<file path="src/rtl/mul_div_sequencer.sv">
// mul_div_sequencer: iterative multiply/divide unit that owns the HI/LO pair.
// MULT/MULTU use shift-add and DIV/DIVU use restoring division. Both run on
// operand magnitudes and apply sign correction in a single COMMIT cycle.
// MTHI/MTLO are single-cycle writes that are accepted only while idle.
module mul_div_sequencer #(
    parameter int WIDTH          = 32,
    parameter int BITS_PER_CYCLE = 1
) (
    input  logic             Clk,
    input  logic             Reset,
    input  logic             Start,
    input  logic [2:0]       Op,
    input  logic [WIDTH-1:0] OperandA,
    input  logic [WIDTH-1:0] OperandB,
    input  logic             ReadHiLo,
    output logic             Busy,
    output logic             Stall,
    output logic             Done,
    output logic             DivByZero,
    output logic [WIDTH-1:0] Hi,
    output logic [WIDTH-1:0] Lo
);
    localparam int N     = WIDTH / BITS_PER_CYCLE;
    localparam int CNT_W = $clog2(N + 1);

    localparam logic [2:0] OP_NONE  = 3'd0;
    localparam logic [2:0] OP_MULT  = 3'd1;
    localparam logic [2:0] OP_MULTU = 3'd2;
    localparam logic [2:0] OP_DIV   = 3'd3;
    localparam logic [2:0] OP_DIVU  = 3'd4;
    localparam logic [2:0] OP_MTHI  = 3'd5;
    localparam logic [2:0] OP_MTLO  = 3'd6;
    localparam logic [2:0] OP_RSVD  = 3'd7;

    typedef enum logic [1:0] {
        ST_IDLE   = 2'd0,
        ST_RUN    = 2'd1,
        ST_COMMIT = 2'd2
    } state_e;

    state_e             state_q;
    logic               busy_q;
    logic               done_q;
    logic               dbz_q;
    logic               is_div_q;
    logic               neg_a_q;
    logic               neg_b_q;
    logic               dbz_pend_q;
    logic [CNT_W-1:0]   cnt_q;
    logic [WIDTH-1:0]   acc_q;   // product upper half or partial remainder
    logic [WIDTH-1:0]   wrk_q;   // multiplier bits out / quotient bits in
    logic [WIDTH-1:0]   opb_q;   // multiplicand or divisor magnitude
    logic [WIDTH-1:0]   hi_q;
    logic [WIDTH-1:0]   lo_q;

    logic               op_iter_s;
    logic               op_signed_s;
    logic               op_live_s;
    logic               a_neg_s;
    logic               b_neg_s;
    logic [WIDTH-1:0]   a_mag_s;
    logic [WIDTH-1:0]   b_mag_s;
    logic [WIDTH-1:0]   acc_d;
    logic [WIDTH-1:0]   wrk_d;
    logic [WIDTH:0]     shift_s;
    logic [WIDTH:0]     sum_s;
    logic [2*WIDTH-1:0] prod_mag_s;
    logic [2*WIDTH-1:0] prod_s;
    logic [WIDTH-1:0]   hi_res_s;
    logic [WIDTH-1:0]   lo_res_s;

    // Decode the presented op and form operand magnitudes for signed ops.
    always_comb begin
        op_iter_s   = (Op >= OP_MULT) && (Op <= OP_DIVU);
        op_signed_s = (Op == OP_MULT) || (Op == OP_DIV);
        op_live_s   = (Op != OP_NONE) && (Op != OP_RSVD);
        a_neg_s     = op_signed_s & OperandA[WIDTH-1];
        b_neg_s     = op_signed_s & OperandB[WIDTH-1];
        if (a_neg_s) begin
            a_mag_s = -OperandA;
        end else begin
            a_mag_s = OperandA;
        end
        if (b_neg_s) begin
            b_mag_s = -OperandB;
        end else begin
            b_mag_s = OperandB;
        end
    end

    // Retire BITS_PER_CYCLE multiply or divide steps on the magnitudes.
    always_comb begin
        acc_d   = acc_q;
        wrk_d   = wrk_q;
        shift_s = {(WIDTH+1){1'b0}};
        sum_s   = {(WIDTH+1){1'b0}};
        for (int i = 0; i < BITS_PER_CYCLE; i++) begin
            if (is_div_q) begin
                shift_s = {acc_d, wrk_d[WIDTH-1]};
                wrk_d   = {wrk_d[WIDTH-2:0], 1'b0};
                if (shift_s >= {1'b0, opb_q}) begin
                    acc_d    = shift_s[WIDTH-1:0] - opb_q;
                    wrk_d[0] = 1'b1;
                end else begin
                    acc_d = shift_s[WIDTH-1:0];
                end
            end else begin
                if (wrk_d[0]) begin
                    sum_s = {1'b0, acc_d} + {1'b0, opb_q};
                end else begin
                    sum_s = {1'b0, acc_d};
                end
                acc_d = sum_s[WIDTH:1];
                wrk_d = {sum_s[0], wrk_d[WIDTH-1:1]};
            end
        end
    end

    // Sign-correct the finished magnitudes into the values HI/LO receive.
    always_comb begin
        prod_mag_s = {acc_q, wrk_q};
        if (neg_a_q ^ neg_b_q) begin
            prod_s = -prod_mag_s;
        end else begin
            prod_s = prod_mag_s;
        end
        if (is_div_q) begin
            // Remainder follows the dividend; a zero divisor returns it raw.
            if (neg_a_q) begin
                hi_res_s = -acc_q;
            end else begin
                hi_res_s = acc_q;
            end
            if (dbz_pend_q) begin
                lo_res_s = {WIDTH{1'b1}};
            end else if (neg_a_q ^ neg_b_q) begin
                lo_res_s = -wrk_q;
            end else begin
                lo_res_s = wrk_q;
            end
        end else begin
            hi_res_s = prod_s[2*WIDTH-1:WIDTH];
            lo_res_s = prod_s[WIDTH-1:0];
        end
    end

    // Sequencing FSM: accept in IDLE, iterate in RUN, write HI/LO on COMMIT exit.
    always_ff @(posedge Clk or posedge Reset) begin
        if (Reset) begin
            state_q    <= ST_IDLE;
            busy_q     <= 1'b0;
            done_q     <= 1'b0;
            dbz_q      <= 1'b0;
            is_div_q   <= 1'b0;
            neg_a_q    <= 1'b0;
            neg_b_q    <= 1'b0;
            dbz_pend_q <= 1'b0;
            cnt_q      <= {CNT_W{1'b0}};
            acc_q      <= {WIDTH{1'b0}};
            wrk_q      <= {WIDTH{1'b0}};
            opb_q      <= {WIDTH{1'b0}};
            hi_q       <= {WIDTH{1'b0}};
            lo_q       <= {WIDTH{1'b0}};
        end else begin
            case (state_q)
                ST_IDLE: begin
                    done_q <= 1'b0;
                    dbz_q  <= 1'b0;
                    if (Start && op_iter_s) begin
                        is_div_q   <= (Op == OP_DIV) || (Op == OP_DIVU);
                        neg_a_q    <= a_neg_s;
                        neg_b_q    <= b_neg_s;
                        dbz_pend_q <= ((Op == OP_DIV) || (Op == OP_DIVU)) &&
                                      (OperandB == {WIDTH{1'b0}});
                        acc_q      <= {WIDTH{1'b0}};
                        wrk_q      <= a_mag_s;
                        opb_q      <= b_mag_s;
                        cnt_q      <= CNT_W'(N);
                        busy_q     <= 1'b1;
                        state_q    <= ST_RUN;
                    end else if (Start && (Op == OP_MTHI)) begin
                        hi_q <= OperandA;
                    end else if (Start && (Op == OP_MTLO)) begin
                        lo_q <= OperandA;
                    end
                end
                ST_RUN: begin
                    acc_q <= acc_d;
                    wrk_q <= wrk_d;
                    cnt_q <= cnt_q - CNT_W'(1);
                    if (cnt_q == CNT_W'(1)) begin
                        done_q  <= 1'b1;
                        dbz_q   <= dbz_pend_q;
                        state_q <= ST_COMMIT;
                    end
                end
                ST_COMMIT: begin
                    hi_q    <= hi_res_s;
                    lo_q    <= lo_res_s;
                    done_q  <= 1'b0;
                    dbz_q   <= 1'b0;
                    busy_q  <= 1'b0;
                    state_q <= ST_IDLE;
                end
                default: begin
                    done_q  <= 1'b0;
                    dbz_q   <= 1'b0;
                    busy_q  <= 1'b0;
                    state_q <= ST_IDLE;
                end
            endcase
        end
    end

    assign Busy      = busy_q;
    assign Done      = done_q;
    assign DivByZero = dbz_q;
    assign Hi        = hi_q;
    assign Lo        = lo_q;
    // Fetch freezes only when something wants the unit while it is occupied.
    assign Stall     = busy_q & ((Start & op_live_s) | ReadHiLo);

endmodule
</file>
<file path="config.mk">
export PLATFORM = sky130hd
export DESIGN_NAME = mul_div_sequencer
export DESIGN_NICKNAME = d
export VERILOG_FILES = /design/src/rtl/mul_div_sequencer.sv
export SDC_FILE = /design/constraint.sdc
export NUM_CORES = 1
export LEC_CHECK = 0
export BUFFER_PORTS_ARGS = -buffer_cell sky130_fd_sc_hd__buf_4
export CAP_MARGIN = 0
export CORE_ASPECT_RATIO = 0.8
export CORE_MARGIN = 1.5
export CORE_UTILIZATION = 60
export CTS_CLUSTER_SIZE = 30
export DETAILED_ROUTE_END_ITERATION = 6
export MAX_ROUTING_LAYER = met4
export PLACE_DENSITY = 0.85
export SETUP_SLACK_MARGIN = 0.5
export SYNTH_ARGS = -nofsm -noshare
export SYNTH_HDL_FRONTEND = slang
export SYNTH_SLANG_ARGS = --single-unit
</file>
<file path="constraint.sdc">
create_clock -name Clk -period 10.1 [get_ports Clk]
set_clock_uncertainty 0.15 [all_clocks]
set_input_delay 0.505 -clock Clk [delete_from_list [all_inputs] [get_ports Clk]]
set_output_delay 0.505 -clock Clk [all_outputs]
set_load 0.02 [all_outputs]
</file>
After elaboration in Yosys (flattened, before gate mapping)
Index checks and enable logic that the tools add are counted.
- $add $sub $neg: 8
- magnitude comparators: 3
- equal/unequal tests: 15
- multiplexer cells: 35
- bitwise logic cells: 7
- reductions and logical operators: 19
- operators by type and width (operator ; number):
    $mux W32 ; 17
    $pmux W32 S2 ; 4
    $neg A32 Y32 ; 4
    $mux W64 ; 1
    $neg A64 Y64 ; 1
    $add A32 B32 Y33 ; 1
    $ge A33 B32 Y1 ; 1
    $mux W33 ; 1
    $logic_not A32 Y1 ; 1
    $sub A32 B32 Y32 ; 1
    $ne A2 B2 Y1 const B ; 6
    $pmux W6 S2 ; 1
    $eq A3 B3 Y1 const B ; 3
    $reduce_and A2 Y1 ; 4
    $eq A6 B1 Y1 const B ; 1
    $logic_and A1 B1 Y1 ; 6
    $mux W1 ; 6
    $mux W6 ; 1
    $sub A6 B1 Y6 const B ; 1
    $and A1 B1 Y1 ; 4
    $mux W2 ; 2
    $pmux W2 S2 ; 1
    $reduce_and A4 Y1 ; 1
    $reduce_bool A2 Y1 ; 2
    other kinds (15) ; 16
- flip-flop bits (word level): 175
- input port bits: 71
- word-level logic and storage cells: 101

Logic depth before layout (Yosys ltp)
- word-level depth: 6
- depth in mapped cells: 15

Worst setup path after synthesis
Ideal clock, no wire load.
- path type: register -> register
- from: reg acc_q[0]
- to: reg acc_q[11]
- arrival: 2.914 ns
- setup slack: 6.895 ns
- cell stages (with the launch flop): 13
- clock period less this slack: 3.205 ns
- cells stage by stage: dfrtp_1 > ha_1 > nor2b_1 > o31a_1 > o311a_1 > a2111o_1 > a21oi_1 > or2_1 > clkbuf_1 > buf_2 > buf_2 > mux2i_1 > o221ai_1
- cells in the longest elaborated chain, start to end: 4
- elaborated cells between the ends (all ways): 7
- classes of those cells: add/sub (2); order compare (1); mux (4)
- ends and longest elaborated chain (element ; line ; RTL):
    start, declared ; 50 ; logic [WIDTH-1:0] acc_q;
    start signal, assigned ; 159 ; acc_q <= {WIDTH{1'b0}};
    start signal, assigned ; 175 ; acc_q <= {WIDTH{1'b0}};
    $add A32 B32 Y33 (tied with other cells) ; 109 ; sum_s = {1'b0, acc_d} + {1'b0, opb_q};
    $mux W33 / $mux W32 (equally long branches) ; 108, 101 ;
    $mux W32 (*) ; 98 ; if (is_div_q) begin
    $pmux W32 S2 (*) ; 165 ; case (state_q)
Mark *: on every way between the ends. The rest lies on a longest branch, timed or not.
A chain may end at the register's enable or synchronous reset.

Worst setup path after layout
- from: reg acc_q[0]
- to: reg acc_q[31]
Same word-level chain as after synthesis.

==> summary.md <==
| Metric | Value |
|---|---|
| All-Layer GR Usage | 0.3928 |
| Synth Flop Type | dfrtp_1 |
| Layout cells sized above 1 | 0.1132 |
| Root Buffer | clkbuf_16 |
| CP bufs+invs | 2 |
| Post-synthesis sequential area ratio | 0.2935 |
| Inserted Clock Buffers | 17 |
| Crit-path cells | ha_1 > inv_1 > fa_1 > nand2b_1 > a21oi_1 > o21ai_0 > buf_4 > o21ai_0 > o21ai_0 > o21ai_0 > a31oi_1 > a2111oi_0 |
| CP top delay family | compound AO/OA/AOI/OAI gates |
| 1st-iter DRT viols | 1864 |
| Cell count after synthesis | 1909 |
| Max FO, Critical Path | 9 |
| Worst R2R End | acc_q[31] |
| R2R Path Start | acc_q[0] |
| Cts repair resizes | 0 |
| Most used cell along the critical path | o21ai_0 |
| Filler cells | 2120 |
| RSZ-0062 raised after global routing | false |
| Area delta synth->final | 11.29% |
| Max-slew violations | 0 |
| WL met1 | 21970 um |
| Initial antenna violation count | 0 |
| Wire length on met3 | 4767 um |
| Max incr delay on CP | 0.76 ns |
| Post-Syn Area per Cell | 7.817 um^2 |
| Peak supply drop | 327.4 uV |
| Post-route clock period utilization | 0.4257 |
| Chip width | 179.3 um |
| Clock Path Buffers | 2 |
| Max_cap viols | 0 |
| Class of the worst hold path | in -> reg |
| Slowest stage cell, crit path | o21ai_0 |
| HPWL after detailed placement | 35240 um |
| Placed cell count | 2255 |
| Flops & latches, synth | 175 |
| Pre-Repair DR Iteration Count | 5 |
| Starting density of the core | 0.6122 |
| CTS tree | built |
| Fin nets | 2100 |
| Number of global-route vias before repair | 13992 |
| Post-synth cell types | 83 |
| Asr flop ratio synth | 1.000 |
| Worst Setup Start Kind | flip-flop |
| Via/cell ratio | 6.624 |
| Largest net degree at the start of global routing | 71 |
| Crit path kind | reg -> reg |
| Gp weighted congestion | 0.9622 |
| Finished Layout Cells | 2288 |
| WL/cell | 21.40 um |
| H-tree levels | 4 |
| Number of cells on the worst reg-to-reg path | 12 |
| Via count | 15156 |
| DRC viols | 0 |
| Status | finished clean |
| Minimum clock period | 4.299 ns |
| Actual slew at the worst max-slew pin | 1.297 ns |
| CP arrival | 4.45 ns |
| Met2 wire len | 21580 um |
| Fin Setup TNS | 0 ns |
| Die Y | 144.1 um |
| Yosys warns | 0 |
| Gr ovfl total | 0 |
| Port Buffers | 138 |
| Worst Setup End Kind | flip-flop |
| Diodes inserted | 0 |
| Clock slew at reported path FFs | 0.07 ns |
| Post-Syn Area | 14920 um^2 |
| Min-Delay Endpoint | opb_q[31] |
| I/O pin total | 139 |
| Worst Hold Depth | 3 |
| Num rows | 51 |
| Routed Antenna Nets | 0 |
| Syn nets | 2052 |
| Flop-to-flop setup slack | 5.80 ns |
| Global-route wire length before repair | 76810 um |
| Fmax | 0.2326 GHz |
| DIE AREA | 25830 um^2 |
| Setup violations, final | 0 |
| Power Dens Cells | 421.9 nW/um^2 |
| EDFF count, synth | 0 |
| Clk_lat worst skew | 0.46 ns |
| Hold_sp | OperandB[31] |
| Core area | 24380 um^2 |
| Uppermost layer routed | met4 |
| Final hold violations | 0 |
| Slew HR | 0.1321 |
| # clock sinks | 175 |
| Final wirelength | 48960 um |
| WP data required | 10.25 ns |
| Leakage | 7.171 nW |
## how the worst max path moves through the flow
stage               cells after the start         to     start
global route                           12  acc_q[31]  acc_q[0]
CTS                                    12   acc_q[9]  opb_q[1]
finish                                 12  acc_q[31]  acc_q[0]
global placement                       12   acc_q[9]  opb_q[1]
detailed placement                     12   acc_q[9]  opb_q[1]
floorplan                               1       Busy     Reset
## placed cells by master (no fill, tap or decap), drive strengths merged, types with 10 or more instances in the layout
cell type,instances
a21oi,192
o211ai,15
nand2b,13
and3,18
inv,65
clkbuf,20
nor2,170
a211oi,53
ha,70
or3,19
xor2,79
or4,13
o31ai,13
buf,157
o41ai,14
nand3,38
nor2b,16
o22ai,35
o21ai,186
nand2,191
nor4,23
a31oi,21
o21bai,10
xnor2,84
nor3,40
mux2i,56
dfrtp,175
nand4,14
a21o,33
## registers in the layout, summed over array words and instances (netlist names), 2 cells and up
name	count
Hi	32
Lo	32
acc_q	32
cnt_q	6
opb_q	32
state_q	2
wrk_q	32
## report_power, final
| part | internal [mW] | switching (mW) | leakage, nW |
|---|---|---|---|
| Sequential | 1.05 | 0.503 | 2.11 |
| Clock | 0.354 | 0.314 | 0.274 |
| Combinational | 1.94 | 2.85 | 4.79 |
| Total | 3.34 | 3.67 | 7.17 |
## cell families after synthesis
kind of cell	Yosys count	share of synthesized area
AOI/OAI and AO/OA	657	0.2724
xor gates and xnor gates	163	0.09567
adders and majority gates	72	0.06138
buffers and inverters	193	0.05023
DFF	175	0.2935
muxes	59	0.03983
and+or+nand+nor	590	0.1870
## worst reg2reg max path, cell delays in order, from the launching register on
cell,delay [ns]
dfrtp_1,0.53
ha_1,0.30
inv_1,0.08
fa_1,0.39
nand2b_1,0.21
a21oi_1,0.21
o21ai_0,0.12
buf_4,0.16
o21ai_0,0.25
o21ai_0,0.35
o21ai_0,0.77
a31oi_1,0.17
a2111oi_0,0.47
## synth_stat cells (5+ instances only)
cell | number | area (um^2)
a211oi_1 | 53 | 397.9
a21o_1 | 33 | 247.7
a21oi_1 | 192 | 960.9
a22o_1 | 9 | 78.83
a22oi_1 | 9 | 67.56
a311oi_1 | 5 | 43.79
a31oi_1 | 21 | 131.4
a32o_1 | 7 | 70.07
and2_1 | 8 | 50.05
and3_1 | 18 | 112.6
buf_1 | 9 | 33.78
buf_2 | 8 | 40.04
clkbuf_1 | 109 | 409.1
dfrtp_1 | 175 | 4379
ha_1 | 70 | 875.8
inv_1 | 62 | 232.7
mux2i_1 | 56 | 560.5
nand2_1 | 191 | 716.9
nand2b_1 | 13 | 81.33
nand3_1 | 38 | 190.2
nand3b_1 | 5 | 37.54
nand4_1 | 14 | 87.58
nor2_1 | 168 | 630.6
nor2b_1 | 16 | 100.1
nor3_1 | 38 | 190.2
nor4_1 | 23 | 143.9
o211ai_1 | 15 | 112.6
o21a_1 | 8 | 60.06
o21ai_0 | 176 | 880.8
o21ai_1 | 9 | 45.04
o21bai_1 | 10 | 75.07
o221ai_1 | 6 | 52.55
o22ai_1 | 35 | 219.0
o31ai_1 | 13 | 97.59
o41ai_1 | 12 | 105.1
or2_2 | 7 | 43.79
or3_1 | 19 | 118.9
or4_1 | 9 | 67.56
xnor2_1 | 84 | 735.7
xor2_1 | 79 | 691.9
## through the flow
| stage | worst slack [ns] | power [mW] | utilization | cell area [um^2] | hold WS, ns |
|---|---|---|---|---|---|
| after floorplan | 4.700 | 4.914 | - | 14920 | 0.2956 |
| after CTS | 5.928 | 6.884 | 0.6812 | 16610 | 0.1759 |
| after detailed placement | 5.953 | 6.195 | 0.6576 | 16030 | 0.3213 |
| after global placement | 6.070 | 6.108 | 0.6576 | 16030 | 0.3136 |
| final | 5.801 | 7.005 | 0.6812 | 16610 | 0.1802 |
| after global routing | 5.572 | 7.524 | 0.6812 | 16610 | 0.1775 |
## layer usage
metal,global-route usage,up-vias
met1,0.5650,7231
li1,-,7052
met2,0.5715,821
met5,-,-
met4,0.09308,0
met3,0.06993,52
## timing repair
item,in CTS,in global routing
buffers inserted,0,0
hold endpoints to repair,47,0
endpoints found under the setup margin,0,0
hold buffers,1,0
## cell type report
cell class,count,area [um^2],share of cell area
clock buffer,20,456.7,0.02750
clock inverter,12,110.1,0.006631
inverter,64,245.2,0.01477
multi-input combinational,1541,9827,0.5918
sequential,175,4380,0.2638
tap,318,397.9,0.02396
timing repair buffer,158,1189,0.07158
Power figures use the tool's default switching activity.
